===== config.mk =====
export PLATFORM = sky130hd
export DESIGN_NAME = cp0_unit
export DESIGN_NICKNAME = d
export VERILOG_FILES = /design/src/rtl/cp0_unit_pkg.sv /design/src/rtl/cp0_unit.sv
export SDC_FILE = /design/constraint.sdc
export NUM_CORES = 1
export LEC_CHECK = 0
export ABC_AREA = 1
export CELL_PAD_IN_SITES_DETAIL_PLACEMENT = 1
export CELL_PAD_IN_SITES_GLOBAL_PLACEMENT = 1
export CORE_ASPECT_RATIO = 0.6
export CORE_UTILIZATION = 29
export CTS_CLUSTER_DIAMETER = 50
export DETAILED_ROUTE_END_ITERATION = 16
export GPL_ROUTABILITY_DRIVEN = 0
export PLACE_DENSITY = 0.92
export SLEW_MARGIN = 0
export SYNTH_ARGS = -nofsm -noshare
export SYNTH_HDL_FRONTEND = slang
export SYNTH_SLANG_ARGS = --single-unit

===== constraint.sdc =====
create_clock -name clk -period 2.2 [get_ports clk]
set_clock_uncertainty 0.05 [all_clocks]
set_input_delay 0.33 -clock clk [delete_from_list [all_inputs] [get_ports clk]]
set_output_delay 0.33 -clock clk [all_outputs]
set_load 0.05 [all_outputs]

===== src/rtl/cp0_unit_pkg.sv =====
// rtl/cp0_unit_pkg.sv - CP0 register numbers, exception codes and handler entry PC
package cp0_unit_pkg;

    localparam logic [4:0] CP0_SR    = 5'd12;
    localparam logic [4:0] CP0_CAUSE = 5'd13;
    localparam logic [4:0] CP0_EPC   = 5'd14;
    localparam logic [4:0] CP0_PRID  = 5'd15;

    localparam logic [4:0] EXC_INT     = 5'd0;
    localparam logic [4:0] EXC_ADEL    = 5'd4;
    localparam logic [4:0] EXC_ADES    = 5'd5;
    localparam logic [4:0] EXC_SYSCALL = 5'd8;
    localparam logic [4:0] EXC_RI      = 5'd10;
    localparam logic [4:0] EXC_OV      = 5'd12;

    localparam logic [31:0] CP0_HANDLER_PC = 32'h0000_4180;

endpackage


===== src/rtl/cp0_unit.sv =====
// rtl/cp0_unit.sv - coprocessor 0: SR/Cause/EPC/PRId, exception and interrupt request
module cp0_unit
    import cp0_unit_pkg::*;
#(
    parameter logic [31:0] PRID_VALUE = 32'h2025_0007,
    parameter logic [31:0] HANDLER_PC = CP0_HANDLER_PC
) (
    input  logic        clk,
    input  logic        reset,
    input  logic [4:0]  A,
    input  logic [31:0] DIn,
    input  logic        WE,
    input  logic [31:0] VPC,
    input  logic        BDIn,
    input  logic [4:0]  ExcCodeIn,
    input  logic [5:0]  HWInt,
    input  logic        EXLClr,
    output logic [31:0] DOut,
    output logic [31:0] EPCOut,
    output logic [31:0] HandlerPC,
    output logic        Req
);

    logic [5:0]  im_q, im_d;
    logic        exl_q, exl_d;
    logic        ie_q, ie_d;
    logic        bd_q, bd_d;
    logic [5:0]  ip_q, ip_d;
    logic [4:0]  exc_code_q, exc_code_d;
    logic [31:0] epc_q, epc_d;

    logic        int_req;
    logic        exc_req;
    logic [31:0] sr_val;
    logic [31:0] cause_val;

    // Request generation: no nesting while EXL is set; interrupts also gated by IE/IM
    always_comb begin
        int_req = (|(HWInt & im_q)) & ie_q & ~exl_q;
        exc_req = (ExcCodeIn != 5'd0) & ~exl_q;
        Req     = int_req | exc_req;
    end

    // Next-state: Req beats eret, eret beats mtc0 (EXL bit only)
    always_comb begin
        im_d       = im_q;
        exl_d      = exl_q;
        ie_d       = ie_q;
        bd_d       = bd_q;
        exc_code_d = exc_code_q;
        epc_d      = epc_q;
        ip_d       = HWInt;
        if (Req) begin
            exl_d      = 1'b1;
            exc_code_d = int_req ? EXC_INT : ExcCodeIn;
            bd_d       = BDIn;
            epc_d      = BDIn ? (VPC - 32'd4) : VPC;
        end else begin
            if (WE && (A == CP0_SR)) begin
                im_d  = DIn[15:10];
                exl_d = DIn[1];
                ie_d  = DIn[0];
            end
            if (WE && (A == CP0_EPC)) begin
                epc_d = DIn;
            end
            if (EXLClr) begin
                exl_d = 1'b0;
            end
        end
    end

    // State registers with synchronous active-high reset
    always_ff @(posedge clk) begin
        if (reset) begin
            im_q       <= 6'd0;
            exl_q      <= 1'b0;
            ie_q       <= 1'b0;
            bd_q       <= 1'b0;
            ip_q       <= 6'd0;
            exc_code_q <= 5'd0;
            epc_q      <= 32'd0;
        end else begin
            im_q       <= im_d;
            exl_q      <= exl_d;
            ie_q       <= ie_d;
            bd_q       <= bd_d;
            ip_q       <= ip_d;
            exc_code_q <= exc_code_d;
            epc_q      <= epc_d;
        end
    end

    // Register assembly and mfc0 read mux; reads reflect pre-edge state
    always_comb begin
        sr_val    = {16'd0, im_q, 8'd0, exl_q, ie_q};
        cause_val = {bd_q, 15'd0, ip_q, 3'd0, exc_code_q, 2'd0};
        case (A)
            CP0_SR:    DOut = sr_val;
            CP0_CAUSE: DOut = cause_val;
            CP0_EPC:   DOut = epc_q;
            CP0_PRID:  DOut = PRID_VALUE;
            default:   DOut = 32'd0;
        endcase
    end

    // eret target forwards a same-cycle mtc0 EPC so back-to-back mtc0/eret resolves
    always_comb begin
        EPCOut    = (WE && (A == CP0_EPC)) ? DIn : epc_q;
        HandlerPC = HANDLER_PC;
    end

endmodule


# [Word level (Yosys, flattened, before mapping)]
# Index checks and enable logic that the tools add are counted.
[totals] ff_bits=52 elab_cells=33 out_inout_bits=97
[op_classes] bitwise_logic=7 n_mux=8 reduce_logical=6 n_addsub=1 n_eq_ne=4
[ops] cell="one-hot mux 32 bit (4 select lines)" n=1
[ops] cell="2-to-1 mux 32 bit" n=3
[ops] cell="subtractor 32 x 3 -> 32 bit (second input constant)" n=1
[ops] cell="equality test 5 x 4 -> 1 bit (second input constant)" n=4
[ops] cell="AND 6 bit" n=1
[ops] cell="OR reduction 6 bit" n=1
[ops] cell="2-to-1 mux 5 bit" n=1
[ops] cell="nonzero test 5 bit" n=1
[ops] cell="AND 1 bit" n=3
[ops] cell="2-to-1 mux 1 bit" n=3
[ops] cell="nonzero test 3 bit" n=1
[ops] cell="logical AND 1 bit" n=2
[ops] cell="NOT 1 bit" n=2
[ops] cell="AND reduction 2 bit" n=1
[ops] cell="bitwise OR 1 bit" n=1

# [Longest topological paths before layout]
[depth] word_depth=7 depth_mapped=11 mapped_depth_nobuf=11

# [Least setup slack after synthesis]
# No wires, ideal clock.
[synth_path] kind="input to output" startpoint="input port A[1]" endpoint="output port DOut[2]" required_time_ps=1820 path_stages=4 arrival_time_ps=2012 path_slack_ps=-192 n_path_buf=0 cell_sequence="inv_1 -> nor2_2 -> nand3_1 -> o21ai_0"
[synth_via] elab_chain_cells=2
[synth_rtl] item="from (decl)" line_no="cp0_unit.sv:10" text="input logic [4:0] A,"
[synth_rtl] item="equality test 5 x 4 -> 1 bit" line_no="cp0_unit.sv:98" text="case (A)"
[synth_rtl] item="one-hot mux 32 bit (4 select lines) (*)" line_no="cp0_unit.sv:98"
[synth_rtl] item="to (decl)" line_no="cp0_unit.sv:18" text="output logic [31:0] DOut,"
# Every way passes the cells marked *; elsewhere a longest branch is shown, timed or not.

# [Worst setup path in the final report]
[layout_path] startpoint="input port WE" endpoint="output port EPCOut[18]"
[layout_via] elab_chain_cells=2
[layout_rtl] item="from (decl)" line_no="cp0_unit.sv:12" text="input logic WE,"
[layout_rtl] item="logical AND 1 bit" line_no="cp0_unit.sv:109" text="EPCOut = (WE && (A == CP0_EPC)) ? DIn : epc_q;"
[layout_rtl] item="2-to-1 mux 32 bit"
[layout_rtl] item="to (decl)" line_no="cp0_unit.sv:19" text="output logic [31:0] EPCOut,"
# Every way passes these cells.

==> impl_metrics.py <==
metrics = {
    "pwr": {
        "p_sw_mw": 1.29,
        "sequentialPowerShare_pct": 28.5,
        "power_density_nw_per_um2": 511,
        "ir_worst_vdd_mv": 0.354,
        "swShare_pct": 35.1,
        "p_leak_nw": 3.40,
        "internal_power_mw": 2.38,
        "pwr-share-comb_pct": 39.2,
        "p_clk_share_pct": 32.3,
    },
    "floorplanning": {
        "rows": 32,
        "core-area_um2": 13200,
        "die_h_um": 93.1,
        "die_area_um2": 14300,
        "die_w_um": 154,
        "num_io_pins": 182,
        "initial_utilization_pct": 30.4,
    },
    "logic_synthesis": {
        "syn_inst": 702,
        "post_synth.cell_area_avg_um2": 5.71,
        "synth_mux_area_share_pct": 0.250,
        "synth.distinct_cells": 32,
        "yosysSeqAreaShare_pct": 26.0,
        "synthAdderAreaFrac_pct": 0.312,
        "syn_area_um2": 4010,
        "synth-compound-area-share_pct": 11.9,
        "ys_warn_count": 0,
        "synth_xor_xnor_area_share_pct": 1.97,
        "synth_top_family_by_area": "simple AND/OR/NAND/NOR gates",
        "yosys.area_share.simple_pct": 40.3,
        "synth_seq_cells": 52,
    },
    "cts": {
        "cts_tree": "built",
        "cts.sinks": 52,
        "cts-buffers-inserted": 5,
        "root_buffer": "clkbuf_16",
        "cts.path.max_buffers": 2,
        "htreeDepth": 2,
        "clk_latency_ps": 310,
        "path_clk_slew_ps": 80,
        "cts_hold_buf": 0,
    },
    "placed_design": {
        "port-buffer-count": 149,
        "post-dp-hpwl_um": 14800,
        "dp_cells": 1051,
        "place_worst_setup_slack_ps": -183,
    },
    "routing": {
        "vias": 5200,
        "routedWlPerCell_um": 17.7,
        "detail_route.drc_violations": 0,
        "wl_met2_um": 8860,
        "wirelength_um": 18900,
        "first_iter_violations": 198,
        "wl_met3_um": 1200,
        "wl_met1_um": 8590,
        "top_layer": "met4",
        "drtPass1Iterations": 4,
        "via_per_inst": 4.86,
        "ant_nets": 0,
    },
    "sta": {
        "final_max_slew_viol_count": 0,
        "hold_viol_final": 0,
        "setup_viol": 0,
        "fin_crit_ps": 2190,
        "finalCritPeriodShare_pct": 99.3,
        "fin_ws_ps": 14.9,
        "fin_setup_tns_ps": 0,
        "clock.fmax_mhz": 458,
    },
    "setup_path": {
        "crit_path_max_incr_delay_ps": 490,
        "critical_path_class": "in -> out",
        "crit_top_cell": "buf_12",
        "cp_top_family": "buffers and inverters",
        "crit_chain": "clkdlybuf4s50_1 -> nand3_4 -> clkinv_8 -> buf_12 -> buf_6 -> buf_4 -> o21ai_4 -> buf_12",
        "worstPathRequired_ps": 1820,
        "ff2ff_setup_slack_ps": 430,
        "critPathLaunchType": "primary input",
        "slowest_stage": "clkdlybuf4s50_1",
        "critPathBufInv": 6,
        "reg2reg_to": "im_q[5]$_SDFFE_PP0P_",
        "critPathMaxFanout": 7,
        "arrival_ps": 1810,
        "timing.critical_path.to_type": "primary output",
        "rr_worst_depth": 10,
        "rr_startpoint": "im_q[0]$_SDFFE_PP0P_",
    },
    "grt": {
        "antenna_found_initial": 0,
        "gr-total-overflow": 0,
        "grt_pass1_vias": 5413,
        "grtUsageTotal_pct": 26.0,
        "grt_pass1_wl_um": 28700,
        "grt_start_max_net_pins": 40,
    },
    "cells_and_area": {
        "drive_above_1_share_pct": 21.3,
        "n_antenna_cell": 0,
        "areaGrowthSynthToFinish_pct": 79.0,
        "fin_nets": 985,
        "fin_cells": 1070,
    },
    "min_path": {
        "worst_hold_path.endpoint": "exc_code_q[4]$_SDFFE_PP0N_",
        "whs_path_depth": 2,
        "hp-class": "reg -> reg",
        "worstHoldStart": "exc_code_q[4]$_SDFFE_PP0N_",
    },
    "outcome": {
        "outcome": "completed",
    },
    "flow_run": {
        "max_cap_viol_count": 0,
    },
}
-- kinds of logic after synthesis --
logic type / count (synthesis)
AO/OA/AOI/OAI: 82
XOR/XNOR: 9
flip-flops: 52
AND/OR/NAND/NOR: 395
adder cells (fa/ha/maj): 1
multiplexers: 1
other: 2
buffers and inverters: 160
-- cell usage in the layout, fill, tap and decap left out, types with 4 or more instances in the layout --
master,count
clkdlybuf4s50_1,79
buf_6,5
inv_1,104
nor3_1,4
buf_4,49
o21ai_1,17
nand2_1,173
nor2_1,143
o21ai_2,22
a21oi_2,4
o21ai_4,4
a21oi_1,10
buf_12,72
nand3_1,46
nand2_2,10
dfxtp_1,52
dlymetal6s2s_1,4
o21ai_0,12
nand4_1,8
conb_1,32
clkbuf_16,9
o211ai_1,6
xor2_1,9
-- layer usage --
layer / GRT usage (%) / vias up
met5: 0 / -
met4: 7.25 / 0
met3: 6.16 / 24
met2: 43.6 / 185
met1: 33.3 / 2498
li1: - / 2493
-- power groups by stage --
stage / combinational, mW / clock, mW / sequential [mW]
detailed placement: 1.37 / 0 / 1.07
global route: 1.52 / 1.24 / 1.05
finish: 1.44 / 1.18 / 1.04
CTS: 1.40 / 1.20 / 1.04
global placement: 1.34 / 0 / 1.06
floorplan: 0.733 / 0 / 1.05
-- cell type report --
cell class | count | area (um^2)
multi-input cells | 520 | 2480
inverters | 106 | 410
flip-flops and latches | 52 | 1040
clock buffers | 5 | 125
fillers | 1679 | 6000
clock inverters | 3 | 90.1
repair buffers | 214 | 2820
well taps | 170 | 213
-- through the flow --
step	power (mW)	hold slack, ps	util (%)	cell area (um^2)
6_report	3.66	424	54.5	7170
5_1_grt	3.80	451	54.5	7170
4_1_cts	3.64	427	52.5	6920
3_5_place_dp	2.44	413	50.1	6610
3_3_place_gp	2.40	398	50.1	6610
2_1_floorplan	1.79	349	-	4120
-- Yosys cell counts (all sizes together) --
master,instances,area (um^2)
a21oi,14,70.1
a22oi,2,15.0
buf,48,344
clkbuf,6,22.5
clkinv,2,12.5
conb,2,7.51
dfxtp,52,1040
ha,1,12.5
inv,104,390
mux2i,1,10.0
nand2,184,698
nand3,49,263
nand4,8,50.1
nor2,149,577
nor3,4,20.0
o211ai,6,45.0
o21ai,55,313
o21bai,1,7.51
o22ai,4,25.0
or2,1,6.26
xor2,9,78.8
-- worst max-delay path by stage --
stage	startpoint	slack, ps	cells after the start	endpoint
final	WE	10	8	EPCOut[18]
after global routing	WE	-10	8	EPCOut[18]
after CTS	A[3]	-60	9	EPCOut[7]
after detailed placement	VPC[2]	-180	11	epc_q[20]$_SDFF_PP0_
after global placement	A[1]	-60	8	DOut[0]
after floorplan	A[1]	-160	4	DOut[31]
-- repair_timing --
item / CTS / global route
gates resized for setup: 26 / 32
buffers inserted: 0 / 7
pin swaps: 1 / 5
endpoints found under the hold margin: 0 / 0
cloned: 0 / 4
endpoints found under the setup margin: 38 / 47
-- registers in the layout, indices dropped and copies added, names as in the netlist --
signal      cells
im_q            6
epc_q          32
exl_q           1
exc_code_q      5
bd_q            1
ie_q            1
ip_q            6
-- worst reg2reg max path, delay by kind of cell (launching register included) --
kind	cells	cell delay, ps
simple gates	8	980
flops	1	320
buf+inv	1	200
compound gates	1	150
Power figures use the tool's default switching activity.
